`src/rtl/clause_walk_sequencer.sv`:
```
// Clause walk sequencer: takes a literal, reads its entry from the ATT,
// then issues one clause-table request per set mask bit (lowest first),
// and pulses done_o when the walk completes.
//
// state   | meaning
// --------+-------------------------------------------------------------
// IDLE    | ready for a literal; accept latches the ATT read address
// LOOKUP  | ATT samples att_rd_addr_o at the closing edge
// CAPTURE | ATT data valid; latch base and mask at the closing edge
// WALK    | present one clause-table request per remaining mask bit
// DONE    | one-cycle completion pulse with count/empty status
module clause_walk_sequencer #(
    parameter int CLAUSE_COUNT               = 20,
    parameter int LITERAL_ADDRESS_WIDTH      = 12,
    parameter int CLAUSE_TABLE_ADDRESS_WIDTH = 11,
    localparam int SLOT_WIDTH                = $clog2(CLAUSE_COUNT)
) (
    input  logic                                  clk_i,
    input  logic                                  rst_i,
    input  logic                                  lit_valid_i,
    output logic                                  lit_ready_o,
    input  logic [LITERAL_ADDRESS_WIDTH-1:0]      lit_addr_i,
    output logic [LITERAL_ADDRESS_WIDTH-1:0]      att_rd_addr_o,
    input  logic [CLAUSE_TABLE_ADDRESS_WIDTH-1:0] att_addr_i,
    input  logic [CLAUSE_COUNT-1:0]               att_mask_i,
    output logic                                  ct_valid_o,
    input  logic                                  ct_ready_i,
    output logic [CLAUSE_TABLE_ADDRESS_WIDTH-1:0] ct_addr_o,
    output logic [SLOT_WIDTH-1:0]                 ct_slot_o,
    output logic                                  ct_last_o,
    output logic                                  done_o,
    output logic                                  empty_o,
    output logic [SLOT_WIDTH:0]                   count_o,
    output logic                                  busy_o
);

    localparam int CNT_W = SLOT_WIDTH + 1;

    typedef enum logic [2:0] {
        S_IDLE,
        S_LOOKUP,
        S_CAPTURE,
        S_WALK,
        S_DONE
    } state_t;

    state_t                                state_q, state_d;
    logic [LITERAL_ADDRESS_WIDTH-1:0]      att_rd_addr_q, att_rd_addr_d;
    logic [CLAUSE_TABLE_ADDRESS_WIDTH-1:0] base_q, base_d;
    logic [CLAUSE_COUNT-1:0]               mask_q, mask_d;
    logic [CNT_W-1:0]                      count_q, count_d;

    logic [SLOT_WIDTH-1:0]                 slot_c;
    logic                                  last_c;
    logic [CLAUSE_COUNT-1:0]               mask_rest_c;

    // Lowest set bit of the remaining mask, and the mask with that bit removed
    always_comb begin
        slot_c = '0;
        for (int i = CLAUSE_COUNT - 1; i >= 0; i--) begin
            if (mask_q[i]) slot_c = SLOT_WIDTH'(i);
        end
        mask_rest_c = mask_q & (mask_q - CLAUSE_COUNT'(1));
        last_c      = (mask_rest_c == '0);
    end

    // State register
    always_ff @(posedge clk_i or posedge rst_i) begin
        if (rst_i) state_q <= S_IDLE;
        else       state_q <= state_d;
    end

    // Next-state logic
    always_comb begin
        state_d = state_q;
        case (state_q)
            S_IDLE:    if (lit_valid_i) state_d = S_LOOKUP;
            S_LOOKUP:  state_d = S_CAPTURE;
            S_CAPTURE: state_d = (att_mask_i == '0) ? S_DONE : S_WALK;
            S_WALK:    if (ct_ready_i && last_c) state_d = S_DONE;
            S_DONE:    state_d = S_IDLE;
            default:   state_d = S_IDLE;
        endcase
    end

    // Datapath next values: ATT address, latched ATT entry, request count
    always_comb begin
        att_rd_addr_d = att_rd_addr_q;
        base_d        = base_q;
        mask_d        = mask_q;
        count_d       = count_q;
        case (state_q)
            S_IDLE: begin
                if (lit_valid_i) begin
                    att_rd_addr_d = lit_addr_i;
                    count_d       = '0;
                end
            end
            S_CAPTURE: begin
                base_d = att_addr_i;
                mask_d = att_mask_i;
            end
            S_WALK: begin
                if (ct_ready_i) begin
                    mask_d  = mask_rest_c;
                    count_d = count_q + CNT_W'(1);
                end
            end
            default: ;
        endcase
    end

    // Datapath registers
    always_ff @(posedge clk_i or posedge rst_i) begin
        if (rst_i) begin
            att_rd_addr_q <= '0;
            base_q        <= '0;
            mask_q        <= '0;
            count_q       <= '0;
        end else begin
            att_rd_addr_q <= att_rd_addr_d;
            base_q        <= base_d;
            mask_q        <= mask_d;
            count_q       <= count_d;
        end
    end

    // Moore outputs decoded from the current state
    always_comb begin
        lit_ready_o = 1'b0;
        busy_o      = 1'b1;
        ct_valid_o  = 1'b0;
        ct_addr_o   = '0;
        ct_slot_o   = '0;
        ct_last_o   = 1'b0;
        done_o      = 1'b0;
        empty_o     = 1'b0;
        case (state_q)
            S_IDLE: begin
                lit_ready_o = 1'b1;
                busy_o      = 1'b0;
            end
            S_WALK: begin
                ct_valid_o = 1'b1;
                ct_slot_o  = slot_c;
                ct_addr_o  = base_q + CLAUSE_TABLE_ADDRESS_WIDTH'(slot_c);
                ct_last_o  = last_c;
            end
            S_DONE: begin
                done_o  = 1'b1;
                // A non-empty mask always produces at least one request
                empty_o = (count_q == '0);
            end
            default: ;
        endcase
    end

    assign att_rd_addr_o = att_rd_addr_q;
    assign count_o       = count_q;

endmodule

```
`config.mk`:
```
export PLATFORM = sky130hd
export DESIGN_NAME = clause_walk_sequencer
export DESIGN_NICKNAME = d
export VERILOG_FILES = /design/src/rtl/clause_walk_sequencer.sv
export SDC_FILE = /design/constraint.sdc
export NUM_CORES = 1
export LEC_CHECK = 0
export CORE_ASPECT_RATIO = 0.9
export CORE_UTILIZATION = 44
export DETAILED_ROUTE_END_ITERATION = 12
export GPL_TIMING_DRIVEN = 1
export PLACE_DENSITY_LB_ADDON = 0.1
export SLEW_MARGIN = 25
export SYNTH_ARGS = -nofsm -noshare
export SYNTH_HDL_FRONTEND = slang
export SYNTH_SLANG_ARGS = --single-unit
```
`constraint.sdc`:
```
create_clock -name clk_i -period 3 [get_ports clk_i]
set_clock_uncertainty 0.2 [all_clocks]
set_input_delay 0.45 -clock clk_i [delete_from_list [all_inputs] [get_ports clk_i]]
set_output_delay 0.45 -clock clk_i [all_outputs]
set_load 0.005 [all_outputs]
```
==> results of run 1 <==
==> Yosys cell counts (4+ instances only) <==
| cell | n | share of area, % |
|---|---|---|
| a21oi_1 | 13 | 2.1 |
| nor4_1 | 10 | 2.0 |
| or3_1 | 5 | 1.0 |
| clkbuf_1 | 13 | 1.6 |
| mux2_2 | 24 | 8.7 |
| a22o_1 | 14 | 4.0 |
| and3_1 | 4 | 0.81 |
| dfrtp_1 | 52 | 42 |
| nand3_1 | 5 | 0.81 |
| o31ai_1 | 4 | 0.97 |
| nor3_1 | 13 | 2.1 |
| a21o_1 | 5 | 1.2 |
| ha_1 | 7 | 2.8 |
| and2_1 | 5 | 1.0 |
| nand2_1 | 27 | 3.3 |
| xor2_1 | 7 | 2.0 |
| inv_1 | 12 | 1.5 |
| o21ai_0 | 25 | 4.0 |
| o21bai_1 | 4 | 0.97 |
| nor2_1 | 28 | 3.4 |
==> worst paths after layout <==
kind	startpoint	end	slack (ps)	depth (start not counted)
worst max-delay path	mask_q[16]$_DFFE_PP0P_	ct_addr_o[9]	-760	14
worst min register to register	att_rd_addr_o[8]$_DFFE_PP0P_	att_rd_addr_o[8]$_DFFE_PP0P_	310	1
max in group asynchronous	rst_i	mask_q[8]$_DFFE_PP0P_	1670	3
worst min-delay path	att_rd_addr_o[8]$_DFFE_PP0P_	att_rd_addr_o[8]$_DFFE_PP0P_	310	1
worst max register to register	mask_q[3]$_DFFE_PP0P_	state_q[1]$_DFFE_PP0P_	310	12
min in group asynchronous	rst_i	base_q[9]$_DFFE_PP0P_	440	3
==> routing by layer <==
layer  vias up  routed length, microns  GRT usage, %  share of wire (%)
met1      1507                    4080          33.6                 44
met5         -                       0             0                  0
met4         0                     195          8.71                2.1
met2       106                    4400          44.4                 48
met3        19                     547          4.63                5.9
li1       1518                       -             -                  -
==> flip-flops by register name (all words and copies together), names as in the netlist <==
| signal | cells |
|---|---|
| count_o | 6 |
| att_rd_addr_o | 12 |
| base_q | 11 |
| mask_q | 20 |
| state_q | 3 |
==> through the flow <==
step	power, mW	hold slack (ps)	worst slack (ps)
2_1_floorplan	3.30	287	-109
3_3_place_gp	5.42	289	-808
3_5_place_dp	5.50	301	-900
4_1_cts	6.21	319	-820
5_1_grt	7.12	341	-932
6_report	6.62	312	-765
==> what timing repair did <==
action                     CTS  global route
buffers inserted            11             7
gates resized for setup     75            21
pin swaps                   39            32
setup endpoints to repair   14            15
cloned                       0             0
==> report_power, final <==
part	leakage (nW)	internal [mW]	switching, mW
logic	1.51	2.78	2.10
clock network	0.0516	0.189	0.242
registers	0.647	1.01	0.294
==> logic make-up (layout without fill, tap and decap cells) <==
kind of cell    Yosys count  after routing  synth area share (%)
xor+xnor                 10             10                  2.83
fa+ha+maj                 9              9                  3.80
mux                      24             24                  8.72
compound gates           88             88                  19.2
simple gates            115            115                  19.5
buf+inv                  29            189                  3.88
flops                    52             52                  42.0
==> layout make-up <==
class,count,area [sq um],area share (%)
Clock buffer,6,82.6,1.68
Clock inverter,2,13.8,0.281
Inverter,12,45.0,0.918
Multi-Input combinational cell,246,1880,38.4
Sequential cell,52,1300,26.6
Tap cell,90,113,2.30
Timing Repair Buffer,169,1460,29.8
==> run_results.csv, run 1 <==
group,metric,value,unit
route,vias,3150,
place,place_inst,552,
global_route,antenna_found_initial,0,
pwr,p_leak,2.21,nW
worst_setup_path,critPathBufInv,2,
worst_setup_path,cp_max_fo,3,
timing,tightest_slew,709,ps
global_route,grt_max_degree,53,
finish,drive_gt1_share,36.3,%
route,dr.pass1.iters,4,
clock_tree,cts_buffers,5,
finish,layout.nets,541,
clock_tree,cts_htree_levels,2,
timing,maxSlewHeadroom,52.7,%
finish,final_common_cell,"buf_4",
place,routabilityCongestion,0.889,
logic_synthesis,synth.distinct_cells,52,
logic_synthesis,netlist_area,0.00310,sq mm
finish,final_util,73.3,%
floorplan,ios,87,
worst_setup_path,cp.required,2350,ps
timing,final_max_slew_viol_count,0,
timing,hold_viol,0,
pwr,power_density,1350,mW/mm^2
run_status,violations,"negative setup slack",
logic_synthesis,seq_area_frac_synth,42.0,%
worst_setup_path,cpLargestDelayFamily,"compound AO/OA/AOI/OAI gates",
pwr,irDropWorstVdd,0.633,mV
hold_path,min_path_type,"flop to flop",
floorplan,start_util,46.3,%
finish,most-common-layout-cells,"buf_4, clkdlybuf4s50_1, dfrtp_1",
floorplan,die_y,81.6,microns
finish,final_cells,577,
timing,post-route-period-util,125,%
route,drcViolationCount,0,
logic_synthesis,synth_cells,327,
route,avgViaCountPerCell,5.46,
clock_tree,cts.sinks,52,
place,portBuffers,86,
clock_tree,clock_latency,310,ps
logic_synthesis,synth_nets,382,
timing,rsz0062_at_grt,"true",
run_status,status,"finished with violations",
worst_setup_path,slowest_delay,430,ps
floorplan,core_area,0.00669,sq mm
finish,fillers,517,
logic_synthesis,synth-edff-count,0,
logic_synthesis,ys.flop_type,"dfrtp_1",
clock_tree,clock_path_buffers,2,
route,antenna_left,0,
worst_setup_path,path_class,"flop to output port",
route,wl_per_cell,16.0,microns
global_route,grt_pass1_vias,3141,
worst_setup_path,arrival,3110,ps
place,place_area,0.00452,sq mm
place,hpwl,6680,microns
global_route,grt_pass1_wl,14900,microns
global_route,overflow,0,
global_route,track_usage,25.9,%
clock_tree,cts-root-buf,"clkbuf_8",
route,routed_wl,9220,microns
logic_synthesis,synthArstFlopShare,100,%
clock_tree,cts_hold_buf,0,
finish,diodes,0,
floorplan,die_area,0.00738,sq mm
flow_run,maxCapViolCount,0,
timing,period_minus_slack,3760,ps
timing,finalSetupViolCount,11,
worst_setup_path,crit_path_end_kind,"output port",
finish,final_cell_area,0.00490,sq mm
worst_setup_path,cp-start-kind,"flop",
timing,max_freq,266,MHz
logic_synthesis,syn_area_per_cell,9.47,sq um
timing,fin_tns_setup,-5950,ps
logic_synthesis,ys_seq_elements,52,
floorplan,fp-row-count,28,
worst_setup_path,crit_chain,"o31ai_2 > a211oi_2 > o31ai_2 > a211oi_2 > nor3_2 > ha_1 > a21o_1 > a21oi_2 > o21bai_1 > a21oi_2 > buf_4 > o21ai_1 > a21oi_1 > buf_2",
clock_tree,cts_tree,"done",
worst_setup_path,crit_slowest_cell,"dfrtp_1",
floorplan,die_w,90.5,microns
timing,setup_slack,-765,ps
route,drtIter0Drc,168,
finish,synthToLayoutAreaGrowth,58.3,%
clock_tree,clkTransAtPathRegs,100,ps
logic_synthesis,yosys_warnings,0,
Note: power is estimated with default switching activity, not from simulation.
==> run 2: changes to the inputs <==
--- a/config.mk
+++ b/config.mk
@@ -10,7 +10,7 @@
 export DETAILED_ROUTE_END_ITERATION = 12
 export GPL_TIMING_DRIVEN = 1
 export PLACE_DENSITY_LB_ADDON = 0.1
-export SLEW_MARGIN = 25
+export SLEW_MARGIN = 20
 export SYNTH_ARGS = -nofsm -noshare
 export SYNTH_HDL_FRONTEND = slang
 export SYNTH_SLANG_ARGS = --single-unit
==> results of run 2 <==
Same layout as run 1: the final DEF is identical, and so are final timing and power.
